[src/rtl/unified_mem_arbiter.sv]
// unified_mem_arbiter: shares one single-ported I/D memory between fetch and data stages, data-first with a fetch anti-starvation streak limit and an ack watchdog
module unified_mem_arbiter #(
  parameter int AW = 32,
  parameter int DW = 32,
  parameter int MAX_STREAK = 4,
  parameter int TIMEOUT = 255
) (
  input  logic          clk,
  input  logic          rst,
  input  logic          if_req_i,
  input  logic [AW-1:0] if_addr_i,
  output logic          if_ready_o,
  output logic [DW-1:0] if_rdata_o,
  output logic          if_stall_o,
  input  logic          dm_req_i,
  input  logic          dm_we_i,
  input  logic [AW-1:0] dm_addr_i,
  input  logic [DW-1:0] dm_wdata_i,
  output logic          dm_ready_o,
  output logic [DW-1:0] dm_rdata_o,
  output logic          dm_stall_o,
  output logic          mem_req_o,
  output logic          mem_we_o,
  output logic [AW-1:0] mem_addr_o,
  output logic [DW-1:0] mem_wdata_o,
  input  logic          mem_ack_i,
  input  logic [DW-1:0] mem_rdata_i,
  output logic          err_o
);
  localparam int SW = $clog2(MAX_STREAK + 1);
  localparam int WW = TIMEOUT > 1 ? $clog2(TIMEOUT) : 1;
  typedef enum logic [2:0] {IDLE, BUSY_I, BUSY_D, DONE_I, DONE_D} state_e;
  state_e state_q, state_d;
  logic [SW-1:0] streak_q, streak_d;
  logic [WW-1:0] wdog_q, wdog_d;
  logic mem_we_q, mem_we_d, err_q, err_d;
  logic [AW-1:0] mem_addr_q, mem_addr_d;
  logic [DW-1:0] mem_wdata_q, mem_wdata_d, if_rdata_q, if_rdata_d, dm_rdata_q, dm_rdata_d, rdata;
  logic idle, busy, fin, abort, gnt_i, gnt_d, at_max;
  always_comb begin
    idle = state_q == IDLE;
    busy = state_q == BUSY_I || state_q == BUSY_D;
    at_max = streak_q == SW'(MAX_STREAK);
    gnt_i = idle && if_req_i && (!dm_req_i || at_max);
    gnt_d = idle && dm_req_i && !gnt_i;
    abort = busy && !mem_ack_i && TIMEOUT != 0 && wdog_q == WW'(TIMEOUT - 1);
    fin = busy && (mem_ack_i || abort);
    rdata = mem_ack_i && !mem_we_q ? mem_rdata_i : '0;
    state_d = gnt_i ? BUSY_I : gnt_d ? BUSY_D : fin ? (state_q == BUSY_I ? DONE_I : DONE_D) : busy ? state_q : IDLE;
    mem_addr_d = gnt_i ? if_addr_i : gnt_d ? dm_addr_i : mem_addr_q;
    mem_wdata_d = gnt_d ? dm_wdata_i : mem_wdata_q;
    mem_we_d = gnt_d ? dm_we_i : gnt_i || fin ? 1'b0 : mem_we_q;
    wdog_d = gnt_i || gnt_d ? '0 : busy ? wdog_q + 1'b1 : wdog_q;
    err_d = err_q || abort;
    if_rdata_d = fin && state_q == BUSY_I ? rdata : if_rdata_q;
    dm_rdata_d = fin && state_q == BUSY_D ? rdata : dm_rdata_q;
    streak_d = !if_req_i || gnt_i ? '0 : gnt_d && !at_max ? streak_q + 1'b1 : streak_q;
  end
  always_ff @(posedge clk) begin
    if (rst) begin
      state_q <= IDLE;
      streak_q <= '0;
      wdog_q <= '0;
      mem_we_q <= 1'b0;
      err_q <= 1'b0;
      mem_addr_q <= '0;
      mem_wdata_q <= '0;
      if_rdata_q <= '0;
      dm_rdata_q <= '0;
    end else begin
      state_q <= state_d;
      streak_q <= streak_d;
      wdog_q <= wdog_d;
      mem_we_q <= mem_we_d;
      err_q <= err_d;
      mem_addr_q <= mem_addr_d;
      mem_wdata_q <= mem_wdata_d;
      if_rdata_q <= if_rdata_d;
      dm_rdata_q <= dm_rdata_d;
    end
  end
  assign mem_req_o = busy;
  assign mem_we_o = mem_we_q;
  assign mem_addr_o = mem_addr_q;
  assign mem_wdata_o = mem_wdata_q;
  assign if_ready_o = state_q == DONE_I;
  assign dm_ready_o = state_q == DONE_D;
  assign if_rdata_o = if_rdata_q;
  assign dm_rdata_o = dm_rdata_q;
  assign if_stall_o = if_req_i && !if_ready_o;
  assign dm_stall_o = dm_req_i && !dm_ready_o;
  assign err_o = err_q;
endmodule

[config.mk]
export PLATFORM = sky130hd
export DESIGN_NAME = unified_mem_arbiter
export DESIGN_NICKNAME = d
export VERILOG_FILES = /design/src/rtl/unified_mem_arbiter.sv
export SDC_FILE = /design/constraint.sdc
export NUM_CORES = 1
export LEC_CHECK = 0
export CORE_AREA = 2 2 126 116
export DETAILED_ROUTE_END_ITERATION = 12
export DIE_AREA = 0 0 128 118
export GPL_ROUTABILITY_DRIVEN = 0
export PLACE_DENSITY_LB_ADDON = 0.25
export SYNTH_ARGS = -nofsm -noshare
export SYNTH_HDL_FRONTEND = slang
export SYNTH_SLANG_ARGS = --single-unit
[constraint.sdc]
create_clock -name clk -period 3.55 [get_ports clk]
set_clock_uncertainty 0.05 [all_clocks]
set_input_delay 0.71 -clock clk [delete_from_list [all_inputs] [get_ports clk]]
set_output_delay 0.71 -clock clk [all_outputs]
set_load 0.02 [all_outputs]
==> results.json <==
{
  "status": "completed",
  "syn-cell-area_sq_um": 6092,
  "power_density_nw_per_um2": 475.8,
  "postCtsHoldBufs": 0,
  "antenna_left": 0,
  "fin_util_pct": 68.50,
  "syn_to_final_growth_pct": 54.59,
  "multi_input_area_sq_um": 2894,
  "maxSlewViolCount": 0,
  "synth_cell_types": 36,
  "dr.pass1.iters": 5,
  "antenna_found_initial": 0,
  "ios": 269,
  "die_w_um": 128,
  "remaining_drc_errors": 0,
  "synth_edf_count": 0,
  "busiest_layer": "met2",
  "crit_required_ns": 2.79,
  "hold_class": "flop to flop",
  "syn_inst": 667,
  "crit_type": "flop to output pin",
  "yosysWarnings": 0,
  "cap_violations": 0,
  "portBuffers": 268,
  "die_h_um": 118,
  "num_vias": 5695,
  "dp_hpwl_um": 12270,
  "cts_made_buffers": 17,
  "power.leakage_uw": 0.003771,
  "rsz0062_at_grt": "no",
  "rows": 41,
  "synthArstFlopShare_pct": 0,
  "drt-total-wl_um": 17620,
  "peakVddDrop_uv": 324.6,
  "drtIter0Drc": 383,
  "hold_viol": 0,
  "finalSetupViolations": 0,
  "cts.sinks": 144,
  "start_util_pct": 44.31,
  "use_met3_pct": 8.364,
  "drive_gt1_share_pct": 6.176,
  "nFillCells": 1055,
  "synth_area_leaders": "dfxtp_1 47%, mux2i_1 11%, nand2b_1 6.7%",
  "clock_latency_ns": 0.41,
  "synthFlopType": "dfxtp_1",
  "syn-num-nets": 805,
  "syn_avg_cell_area_sq_um": 9.134,
  "die-area_sq_um": 15100,
  "cp_max_fo": 10,
  "worst_pin_slew_ns": 1.072,
  "wl_per_cell_um": 16.09,
  "first_global_vias": 5681,
  "relSlewSlack_pct": 28.56,
  "yosysSeqAreaShare_pct": 47.32,
  "grtUsageTotal_pct": 23.14,
  "postCtsSetupRepairBufs": 0,
  "crit_path_start_kind": "flop",
  "period_minus_slack_ns": 3.035,
  "grt_max_degree": 89,
  "critPathCaptureType": "output pin",
  "min_period_over_period_pct": 85.48,
  "cts_tree": "yes",
  "synth_top_area_share_pct": 47.32,
  "arrival_ns": 2.27,
  "ys_ff_latch": 144,
  "nets": 1048,
  "viasPerCell": 5.201,
  "core-area_sq_um": 13750,
  "yosysTopAreaCell": "dfxtp_1",
  "num_antenna_cells": 0,
  "cts_resized": 0,
  "fmax_mhz": 329.5,
  "grt_overflow": 0,
  "clk_path_buf_depth": 2,
  "grt_util_met1_pct": 26.38,
  "grt_pass1_wl_um": 27940,
  "clkSlewWorstSetupHoldPaths_ns": 0.06,
  "seqCellArea_sq_um": 2883,
  "clock-root-buffer": "clkbuf_16",
  "setup_tns_ns": 0,
  "cts_max_level": 4,
  "grt_util_met2_pct": 38.80
}
## cell type report
class,count,area share (%)
clock buffer,19,4.809
clock inverter,13,1.953
inverter,5,0.1993
multi-input combinational,462,30.73
sequential,144,30.61
tap,172,2.285
timing repair buffer,280,29.41
## metal layers
metal,wire length [um],up-vias
met5,0,-
met4,464,0
met3,1378,32
met2,8657,217
met1,7121,2683
li1,-,2763
## kinds of logic (layout without fill, tap and decap cells)
| logic type | after synthesis | count (layout) | share of synthesized area, % |
|---|---|---|---|
| adders and majority gates | 4 | 4 | 0.8216 |
| buffers and inverters | 61 | 317 | 5.463 |
| muxes | 64 | 64 | 10.52 |
| DFF | 144 | 144 | 47.32 |
| and+or+nand+nor | 243 | 243 | 18.85 |
| AOI/OAI and AO/OA | 143 | 143 | 15.88 |
| xor gates and xnor gates | 8 | 8 | 1.150 |
## report_power, final
group          switching (uW)  internal, uW  total [uW]  leakage (uW)
logic                     413           406         819       0.00229
clock network             683          1210        1900      0.000306
registers                55.1          1710        1770       0.00117
total                    1150          3330        4480       0.00377
## synthesized netlist by cell type, types with 8 or more instances
master and number:
a211o_1 33, buf_6 12, nor2_1 52, buf_2 11, xnor2_1 8, dfxtp_1 144
nand2_1 101, a21oi_1 35, nand2b_1 65, o21ai_0 34, clkbuf_1 33, a211oi_1 33
mux2i_1 64
## sequential cells by signal, indices dropped and copies added, names as in the netlist
register	cells
mem_addr_o	32
state_q	3
streak_q	3
err_o	1
mem_wdata_o	32
wdog_q	8
if_rdata_o	32
mem_we_o	1
dm_rdata_o	32
## layout by cell type, fill, tap and decap left out, drive strengths merged
| cell type | count |
|---|---|
| clkdlybuf4s50 | 267 |
| dfxtp | 144 |
| nand2 | 101 |
| nand2b | 65 |
| mux2i | 64 |
| nor2 | 52 |
| a21oi | 37 |
| o21ai | 34 |
| a211oi | 34 |
| a211o | 33 |
| clkbuf | 19 |
| buf | 13 |
| xnor2 | 8 |
| inv | 7 |
| nor3b | 5 |
| ha | 4 |
| bufinv | 4 |
| nand3 | 4 |
| nor3 | 4 |
| clkinv | 4 |
| nor4 | 3 |
| clkinvlp | 3 |
| nand4 | 2 |
| nand3b | 2 |
| and3b | 1 |
| a21bo | 1 |
| or3 | 1 |
| o21bai | 1 |
| a22oi | 1 |
| or2 | 1 |
| nor4b | 1 |
| or3b | 1 |
| a31oi | 1 |
| a31o | 1 |
## worst max-delay path: stages, from the launching register on
cell and delay [ns]:
dfxtp_1 0.52, xnor2_1 0.25, nor2_1 0.38, clkdlybuf4s50_1 0.71
## path summary, 6_finish.rpt
check / start / end / slack [ns] / cells past startpoint
hold / removal: mem_wdata_o[21] / mem_wdata_o[21] / 0.41 / 2
setup reg to reg: state_q[2] / mem_wdata_o[30] / 1.15 / 4
setup / recovery: state_q[0] / mem_req_o / 0.52 / 3
hold reg to reg: mem_wdata_o[21] / mem_wdata_o[21] / 0.41 / 2
## per-stage QoR
stage	std cells	total power, uW	area (sq um)	setup slack, ns	hold WS, ns
floorplan	667	2233	6092	1.285	0.3902
global placement	1063	2598	8781	0.7324	0.3937
detailed placement	1063	2616	8781	0.6292	0.3984
CTS	1095	4529	9418	0.4848	0.4066
global route	1095	4671	9418	0.4000	0.4302
finish	1095	4481	9418	0.5153	0.4065
(Power assumes the default switching activity.)
